$ cat config.mk
export PLATFORM = sky130hd
export DESIGN_NAME = apb4_archinfo_seq_flat
export DESIGN_NICKNAME = d
export VERILOG_FILES = /design/src/rtl/apb4_archinfo_seq_if.sv /design/src/rtl/apb4_archinfo_seq.sv /design/src/flat_wrapper.sv
export SDC_FILE = /design/constraint.sdc
export NUM_CORES = 1
export LEC_CHECK = 0
export ABC_AREA = 1
export BUFFER_PORTS_ARGS = -buffer_cell sky130_fd_sc_hd__buf_2
export CAP_MARGIN = 10
export CELL_PAD_IN_SITES_DETAIL_PLACEMENT = 0
export CELL_PAD_IN_SITES_GLOBAL_PLACEMENT = 1
export CORE_ASPECT_RATIO = 0.5
export CORE_MARGIN = 4
export CORE_UTILIZATION = 38
export DETAILED_ROUTE_END_ITERATION = 8
export MAX_ROUTING_LAYER = met4
export PLACE_DENSITY_LB_ADDON = 0.1
export SETUP_SLACK_MARGIN = 0.15
export SLEW_MARGIN = 15
export SYNTH_ARGS = -nofsm -noshare
export SYNTH_HDL_FRONTEND = slang
export SYNTH_SLANG_ARGS = --single-unit
$ cat constraint.sdc
create_clock -name pclk -period 2.95 [get_ports pclk]
set_input_delay 0.1475 -clock pclk [delete_from_list [all_inputs] [get_ports pclk]]
set_output_delay 0.1475 -clock pclk [all_outputs]
set_load 0.02 [all_outputs]
$ cat src/rtl/apb4_archinfo_seq_if.sv
// APB4 bus bundle between the archinfo sequencer (master) and the register block (slave).
interface apb4_archinfo_seq_if #(
    parameter int ADDR_WIDTH = 32
) ();
    logic [ADDR_WIDTH-1:0] paddr;
    logic                  psel;
    logic                  penable;
    logic                  pwrite;
    logic [31:0]           pwdata;
    logic [3:0]            pstrb;
    logic [2:0]            pprot;
    logic [31:0]           prdata;
    logic                  pready;
    logic                  pslverr;

    modport master (
        output paddr, psel, penable, pwrite, pwdata, pstrb, pprot,
        input  prdata, pready, pslverr
    );

    modport slave (
        input  paddr, psel, penable, pwrite, pwdata, pstrb, pprot,
        output prdata, pready, pslverr
    );
endinterface

$ cat src/rtl/apb4_archinfo_seq.sv
// APB4 master that scans the archinfo registers (SYS, IDL, IDH) into shadow copies and
// shares the bus with one local write port; a pending write always wins over a scan.
module apb4_archinfo_seq #(
    parameter int                    ADDR_WIDTH  = 32,
    parameter logic [ADDR_WIDTH-1:0] BASE_ADDR   = '0,
    parameter int                    TIMEOUT_CYC = 255,
    parameter bit                    AUTO_SCAN   = 1'b1
) (
    input  logic                      pclk,
    input  logic                      preset,
    apb4_archinfo_seq_if.master       apb,
    input  logic                      scan_i,
    input  logic                      wr_req_i,
    input  logic [1:0]                wr_sel_i,
    input  logic [31:0]               wr_data_i,
    output logic                      wr_ack_o,
    output logic                      busy_o,
    output logic                      done_o,
    output logic                      valid_o,
    output logic                      err_o,
    output logic [31:0]               sys_o,
    output logic [31:0]               idl_o,
    output logic [31:0]               idh_o
);
    localparam int CW = (TIMEOUT_CYC > 2) ? $clog2(TIMEOUT_CYC) : 1;

    // ST_GAP is the one idle bus cycle after a timed-out read, before the next register's SETUP.
    typedef enum logic [2:0] {
        ST_IDLE, ST_SETUP, ST_ACCESS, ST_GAP, ST_FIN
    } state_t;

    state_t                state_q;
    logic [ADDR_WIDTH-1:0] paddr_q;
    logic                  psel_q, penable_q, pwrite_q;
    logic [31:0]           pwdata_q;
    logic [3:0]            pstrb_q;
    logic [1:0]            idx_q;
    logic                  is_wr_q, pend_q, scan_err_q;
    logic [CW-1:0]         wait_cnt_q;
    logic                  done_q, wr_ack_q, valid_q, err_q;
    logic [31:0]           sys_q, idl_q, idh_q;

    logic                  timeout_d, xfer_end_d, xfer_err_d;
    logic [31:0]           ld_data_d;
    logic [1:0]            idx_next_d;

    function automatic logic [ADDR_WIDTH-1:0] reg_addr(input logic [1:0] i);
        return BASE_ADDR + ADDR_WIDTH'({i, 2'b00});
    endfunction

    always_comb begin
        timeout_d  = (TIMEOUT_CYC != 0) && !apb.pready && (wait_cnt_q == CW'(TIMEOUT_CYC - 1));
        xfer_end_d = (state_q == ST_ACCESS) && (apb.pready || timeout_d);
        xfer_err_d = timeout_d || (apb.pready && apb.pslverr);
        ld_data_d  = is_wr_q ? pwdata_q : apb.prdata;
        idx_next_d = idx_q + 2'd1;
    end

    always_ff @(posedge pclk) begin
        if (preset) begin
            state_q    <= ST_IDLE;
            paddr_q    <= '0;
            psel_q     <= 1'b0;
            penable_q  <= 1'b0;
            pwrite_q   <= 1'b0;
            pwdata_q   <= '0;
            pstrb_q    <= '0;
            idx_q      <= '0;
            is_wr_q    <= 1'b0;
            pend_q     <= AUTO_SCAN;
            scan_err_q <= 1'b0;
            wait_cnt_q <= '0;
            done_q     <= 1'b0;
            wr_ack_q   <= 1'b0;
            valid_q    <= 1'b0;
            err_q      <= 1'b0;
            sys_q      <= '0;
            idl_q      <= '0;
            idh_q      <= '0;
        end else begin
            done_q   <= 1'b0;
            wr_ack_q <= 1'b0;
            if (scan_i) pend_q <= 1'b1;
            unique case (state_q)
                ST_IDLE: begin
                    if (wr_req_i) begin
                        if (wr_sel_i == 2'd3) begin
                            err_q    <= 1'b1;
                            wr_ack_q <= 1'b1;
                            state_q  <= ST_FIN;
                        end else begin
                            is_wr_q  <= 1'b1;
                            idx_q    <= wr_sel_i;
                            paddr_q  <= reg_addr(wr_sel_i);
                            pwrite_q <= 1'b1;
                            pwdata_q <= wr_data_i;
                            pstrb_q  <= 4'hF;
                            psel_q   <= 1'b1;
                            state_q  <= ST_SETUP;
                        end
                    end else if (pend_q || scan_i) begin
                        pend_q     <= 1'b0;
                        err_q      <= 1'b0;
                        valid_q    <= 1'b0;
                        scan_err_q <= 1'b0;
                        is_wr_q    <= 1'b0;
                        idx_q      <= 2'd0;
                        paddr_q    <= reg_addr(2'd0);
                        pwrite_q   <= 1'b0;
                        pwdata_q   <= '0;
                        pstrb_q    <= 4'h0;
                        psel_q     <= 1'b1;
                        state_q    <= ST_SETUP;
                    end
                end
                ST_SETUP: begin
                    penable_q  <= 1'b1;
                    wait_cnt_q <= '0;
                    state_q    <= ST_ACCESS;
                end
                ST_ACCESS: begin
                    if (!xfer_end_d) begin
                        wait_cnt_q <= wait_cnt_q + 1'b1;
                    end else begin
                        penable_q <= 1'b0;
                        if (xfer_err_d) begin
                            err_q <= 1'b1;
                        end else begin
                            case (idx_q)
                                2'd0:    sys_q <= ld_data_d;
                                2'd1:    idl_q <= ld_data_d;
                                2'd2:    idh_q <= ld_data_d;
                                default: ;
                            endcase
                        end
                        if (is_wr_q) begin
                            psel_q   <= 1'b0;
                            wr_ack_q <= 1'b1;
                            state_q  <= ST_FIN;
                        end else if (idx_q == 2'd2) begin
                            psel_q  <= 1'b0;
                            done_q  <= 1'b1;
                            valid_q <= !(scan_err_q || xfer_err_d);
                            state_q <= ST_FIN;
                        end else begin
                            scan_err_q <= scan_err_q || xfer_err_d;
                            idx_q      <= idx_next_d;
                            paddr_q    <= reg_addr(idx_next_d);
                            psel_q     <= !timeout_d;
                            state_q    <= timeout_d ? ST_GAP : ST_SETUP;
                        end
                    end
                end
                ST_GAP: begin
                    psel_q  <= 1'b1;
                    state_q <= ST_SETUP;
                end
                ST_FIN: state_q <= ST_IDLE;
                default: state_q <= ST_IDLE;
            endcase
        end
    end

    assign apb.paddr   = paddr_q;
    assign apb.psel    = psel_q;
    assign apb.penable = penable_q;
    assign apb.pwrite  = pwrite_q;
    assign apb.pwdata  = pwdata_q;
    assign apb.pstrb   = pstrb_q;
    assign apb.pprot   = 3'b000;

    assign wr_ack_o = wr_ack_q;
    assign busy_o   = (state_q != ST_IDLE);
    assign done_o   = done_q;
    assign valid_o  = valid_q;
    assign err_o    = err_q;
    assign sys_o    = sys_q;
    assign idl_o    = idl_q;
    assign idh_o    = idh_q;
endmodule

$ cat src/flat_wrapper.sv
// flat-port wrapper written by rule: the top's interface ports become plain ports
module apb4_archinfo_seq_flat 
#(
    parameter int                    ADDR_WIDTH  = 32,
    parameter logic [ADDR_WIDTH-1:0] BASE_ADDR   = '0,
    parameter int                    TIMEOUT_CYC = 255,
    parameter bit                    AUTO_SCAN   = 1'b1
)
  (pclk, preset, scan_i, wr_req_i, wr_sel_i, wr_data_i, wr_ack_o, busy_o, done_o, valid_o, err_o, sys_o, idl_o, idh_o, apb_paddr, apb_psel, apb_penable, apb_pwrite, apb_pwdata, apb_pstrb, apb_pprot, apb_prdata, apb_pready, apb_pslverr);
  apb4_archinfo_seq_if #(.ADDR_WIDTH(ADDR_WIDTH)) apb_i ();
  input  logic pclk;
  input  logic preset;
  input  logic scan_i;
  input  logic wr_req_i;
  input  logic [1:0] wr_sel_i;
  input  logic [31:0] wr_data_i;
  output logic wr_ack_o;
  output logic busy_o;
  output logic done_o;
  output logic valid_o;
  output logic err_o;
  output logic [31:0] sys_o;
  output logic [31:0] idl_o;
  output logic [31:0] idh_o;
  output wire logic [$bits(apb_i.paddr)-1:0] apb_paddr;
  output wire logic [$bits(apb_i.psel)-1:0] apb_psel;
  output wire logic [$bits(apb_i.penable)-1:0] apb_penable;
  output wire logic [$bits(apb_i.pwrite)-1:0] apb_pwrite;
  output wire logic [$bits(apb_i.pwdata)-1:0] apb_pwdata;
  output wire logic [$bits(apb_i.pstrb)-1:0] apb_pstrb;
  output wire logic [$bits(apb_i.pprot)-1:0] apb_pprot;
  input wire logic [$bits(apb_i.prdata)-1:0] apb_prdata;
  input wire logic [$bits(apb_i.pready)-1:0] apb_pready;
  input wire logic [$bits(apb_i.pslverr)-1:0] apb_pslverr;
  assign apb_paddr = apb_i.paddr;
  assign apb_psel = apb_i.psel;
  assign apb_penable = apb_i.penable;
  assign apb_pwrite = apb_i.pwrite;
  assign apb_pwdata = apb_i.pwdata;
  assign apb_pstrb = apb_i.pstrb;
  assign apb_pprot = apb_i.pprot;
  assign apb_i.prdata = apb_prdata;
  assign apb_i.pready = apb_pready;
  assign apb_i.pslverr = apb_pslverr;
  apb4_archinfo_seq #(.ADDR_WIDTH(ADDR_WIDTH), .BASE_ADDR(BASE_ADDR), .TIMEOUT_CYC(TIMEOUT_CYC), .AUTO_SCAN(AUTO_SCAN)) u_core (.pclk(pclk), .preset(preset), .apb(apb_i), .scan_i(scan_i), .wr_req_i(wr_req_i), .wr_sel_i(wr_sel_i), .wr_data_i(wr_data_i), .wr_ack_o(wr_ack_o), .busy_o(busy_o), .done_o(done_o), .valid_o(valid_o), .err_o(err_o), .sys_o(sys_o), .idl_o(idl_o), .idh_o(idh_o));
endmodule
* Yosys cells after proc, flatten, opt, wreduce, memory -nomap -nowiden *
Index checks and enable logic that the tools add are counted.

word-level totals
  bits in registers = 186
  bits of input ports = 72
  output and inout bits = 175
  logic and storage cells = 137

cells by class
  add/sub/neg operators = 2
  eq/ne operators = 19
  muxes and demuxes = 65
  bitwise gates (word level) = 3
  reductions and logical operators = 30

operators with widths
  operator               number
  $mux W32               9
  $pmux W32 S2           1
  $mux W1                29
  $mux W3                6
  $reduce_and A6 Y1      3
  $pmux W8 S2            1
  $reduce_and A4 Y1      4
  $mux W2                7
  $mux W4                3
  $ne A2 B2 Y1 const B   6
  $pmux W3 S4            1
  $pmux W1 S2            5
  $add A8 B1 Y8 const B  1
  $eq A8 B8 Y1 const B   1
  $mux W8                1
  $eq A3 B2 Y1 const B   2
  $ne A2 B1 Y1 const B   3
  $ne A3 B2 Y1 const B   2
  $reduce_and A2 Y1      3
  $reduce_bool A2 Y1     3
  $reduce_bool A3 Y1     2
  $reduce_and A5 Y1      1
  $eq A2 B2 Y1 const B   2
  $logic_or A1 B1 Y1     4
  other kinds (13)       19

* Depth between registers and ports, before layout *
  depth after elaboration = 9
  mapped depth = 11
  gate-level depth less buffers = 10

* Worst setup path after synthesis *
No wires, ideal clock.

  path kind = register to register
  start point = reg u_core.apb.pstrb[2] (netlist name)
  end point = reg u_core.idh_q[29] (netlist: u_core.idh_o[29])
  setup time = 0.070 ns
  arrival = 1.437 ns
  required time = 2.880 ns
  path slack = 1.443 ns
  stages on the path, launching flop included = 8
  buffers on the path = 3
  period minus slack after synthesis = 1.507 ns
  cell sequence = dfxtp_1 -> buf_2 -> buf_2 -> buf_2 -> nand2_1 -> o21ai_1 -> nand4_1 -> a21oi_1

RTL lines
  element               line                      source
  to (signal assigned)  apb4_archinfo_seq.sv:132  2'd2: idh_q <= ld_data_d;
  to (decl)             apb4_archinfo_seq.sv:41   logic [31:0] sys_q, idl_q, idh_q;

* Worst setup path in the final report *
  start point = reg u_core.state_q[1]
  end point = reg u_core.idh_q[8] (netlist: u_core.idh_o[8])

between the ends
  longest elaborated chain between the ends = 3

ends and longest elaborated chain
  element                          line                                              source
  from (decl)                      apb4_archinfo_seq.sv:32                           state_t state_q;
  from (signal assigned)           apb4_archinfo_seq.sv:150                          state_q <= timeout_d ? ST_GAP : ST_SETUP;
  $eq A3 B2 Y1 (*)                 apb4_archinfo_seq.sv:53, apb4_archinfo_seq.sv:84
  $logic_and A1 B1 Y1              apb4_archinfo_seq.sv:53                           xfer_end_d = (state_q == ST_ACCESS) && (apb.pready || timeout_d);
  $reduce_and A4 Y1 (no line) (*)  n/a

Every way passes the cells marked *; elsewhere a longest branch is shown, timed or not.
A chain may end at the register's enable or synchronous reset.

==> flow_summary.ini <==
[sta]
slew_viol_final = 0
min_period_over_period_pct = 69.9
holdWs_ns = 0.0840
rsz0062_at_grt = no
max_freq_ghz = 0.485
finalSetupViolCount = 0
post-route-min-period_ns = 2.06
tns_ns = 0
hold_viol_final = 0
relSlewSlack_pct = 26.6
fin_ws_ns = 0.888
skew_ns = 0.0115
worst_pin_slew_ns = 1.10

[layout]
final_nets = 1202
final_common_cell = nand2_1
final_cell_mix = nand2_1 (241), buf_2 (212), dfxtp_1 (149), a21oi_1 (138), nand4_1 (98)
final_core_util_pct = 49.0
drive_gt1_share_pct = 24.5
area_growth_pct = 24.5
diodes = 0

[routing]
num_vias = 6892
viasPerCell = 5.02
drc_errors = 0
wire_per_inst_um = 16.5
firstDrtPassIters = 5
drt_wl_total_mm = 22.7
drtIter0Drc = 411
ant_nets = 0

[pwr]
p_leak_nw = 3.78
power_per_cell_area_nw_per_um2 = 649
irDropWorstVdd_v = 0.000402

[clocking]
cts_htree_levels = 4
post_cts_buffers = 0
cts_tree = yes
cts.repair.resized = 0
clockBufferDepth = 2
cts_hold_buf = 32
clk_latency_ns = 0.43
clk_pin_slew_worst_paths_ns = 0.07
cts_root_buf = clkbuf_16
cts_sinks = 150
numCtsBuffers = 17

[global_routing]
grt.total_usage_pct = 22.1
grt_max_degree = 69
grt_pass1_wl_mm = 35.6
antenna_found_initial = 0
grt_pass1_vias = 6425
gr-total-overflow = 0

[yosys]
synthSimpleGateAreaFrac_pct = 27.8
synthAdderAreaFrac_pct = 0.901
synth-edff-count = 0
async_flop_share_pct = 0
synth.distinct_cells = 34
synth_top_family_by_area = simple AND/OR/NAND/NOR gates
post_synth_xor_area_fraction_pct = 0.252
postSynthAreaPerCell_um2 = 7.49
synth.ff_latch_count = 150
yosysWarnings = 0
synth_mux_area_share_pct = 0
synthCells = 927
synth_area_um2 = 6950
synth_compound_area_share_pct = 13.5
synth_flop_cell = dfxtp_1
ys_seq_area_share_pct = 43.2

[critical_path]
critPathLaunchType = flop
critPathCaptureType = flop
cp_data_required_time_ns = 3.30
cp_max_fo = 56
cp.arrival_ns = 2.41
crit_type = flop to flop

[die]
start_util_pct = 39.3
die-height_um = 104
rows = 34
ios = 247
die_area_um2 = 20600
die_x_um = 199
coreArea_um2 = 17700

[placed_design]
dp_hpwl_mm = 15.7
portBuffers = 213
dp_slack_ns = 0.935
place.gp.congestion = 0.825

[flow_run]
maxCapViolCount = 0

[outcome]
outcome = complete, no violations

[min_path]
hp-class = primary input to flop
area by class of cell:
| type | instances | area (µm²) |
|---|---|---|
| Fill cell | 1801 | 9000 |
| Multi-Input combinational cell | 636 | 3090 |
| Sequential cell | 150 | 3000 |
| Timing Repair Buffer | 256 | 1470 |
| Clock buffer | 18 | 439 |
| Tap cell | 234 | 293 |
| Inverter | 64 | 241 |
| Clock inverter | 14 | 116 |
cell families after synthesis:
family	count (synthesis)
DFF	150
buffers and inverters	173
AOI/OAI and AO/OA	183
other	1
xor gates and xnor gates	2
and+or+nand+nor	413
adders and majority gates	5
registers in the layout, summed over array words and instances, names as in the netlist, 2 cells and up:
name,count
u_core.state_q,3
u_core.wait_cnt_q,8
u_core.apb.pwdata,32
u_core.apb.paddr,2
u_core.idl_o,32
u_core.sys_o,32
u_core.idh_o,32
critical path: stages, from the launching register on:
cell and delay [ns]:
dfxtp_1 0.46, nand2_1 0.32, clkinv_2 0.28, buf_4 0.54, nand4_1 0.16, a21oi_1 0.19
Yosys cell counts, types with 18 or more instances:
library cell  number  share of area, %
nand3_1           23               1.7
o21ai_0           18               1.3
dfxtp_1          150                43
inv_1             57               3.1
a21oi_1          138               9.9
clkbuf_1          21               1.1
o21ai_1           20               1.4
buf_2             28               2.0
buf_6             19               3.1
nor2_1            33               1.8
nand2_1          241                13
buf_4             39               4.2
nand4_1           98               8.8
where the power goes:
part / internal (W) / switching, W
logic: 0.000350 / 0.000959
registers: 0.00213 / 0.000109
clock network: 0.00112 / 0.000940
final timing paths:
path | end | startpoint | slack (ns) | depth (start not counted)
worst max-delay path | u_core.idh_o[8]$_SDFFE_PP0P_ | u_core.state_q[1]$_SDFFE_PP0P_ | 0.89 | 5
worst min-delay path | u_core.pend_q$_SDFF_PP1_ | wr_req_i | 0.08 | 3
worst max register to register | u_core.idh_o[8]$_SDFFE_PP0P_ | u_core.state_q[1]$_SDFFE_PP0P_ | 0.89 | 5
worst min register to register | u_core.sys_o[18]$_SDFFE_PP0P_ | u_core.sys_o[18]$_SDFFE_PP0P_ | 0.46 | 2
per-stage QoR:
stage          power, W  area (µm²)  std cells
2_1_floorplan   0.00321        7070        959
3_3_place_gp    0.00355        7780       1308
3_5_place_dp    0.00356        7780       1308
4_1_cts         0.00566        8650       1372
5_1_grt         0.00592        8650       1372
6_report        0.00561        8650       1372
layer usage:
metal	vias to the layer above	track usage, %	routed length (µm)
met5	-	-	0
met2	217	34.9	10700
met1	3224	29.7	10400
li1	3435	-	-
met4	0	4.20	195
met3	16	4.35	1380
No activity file was read; power rests on OpenSTA's default activity.
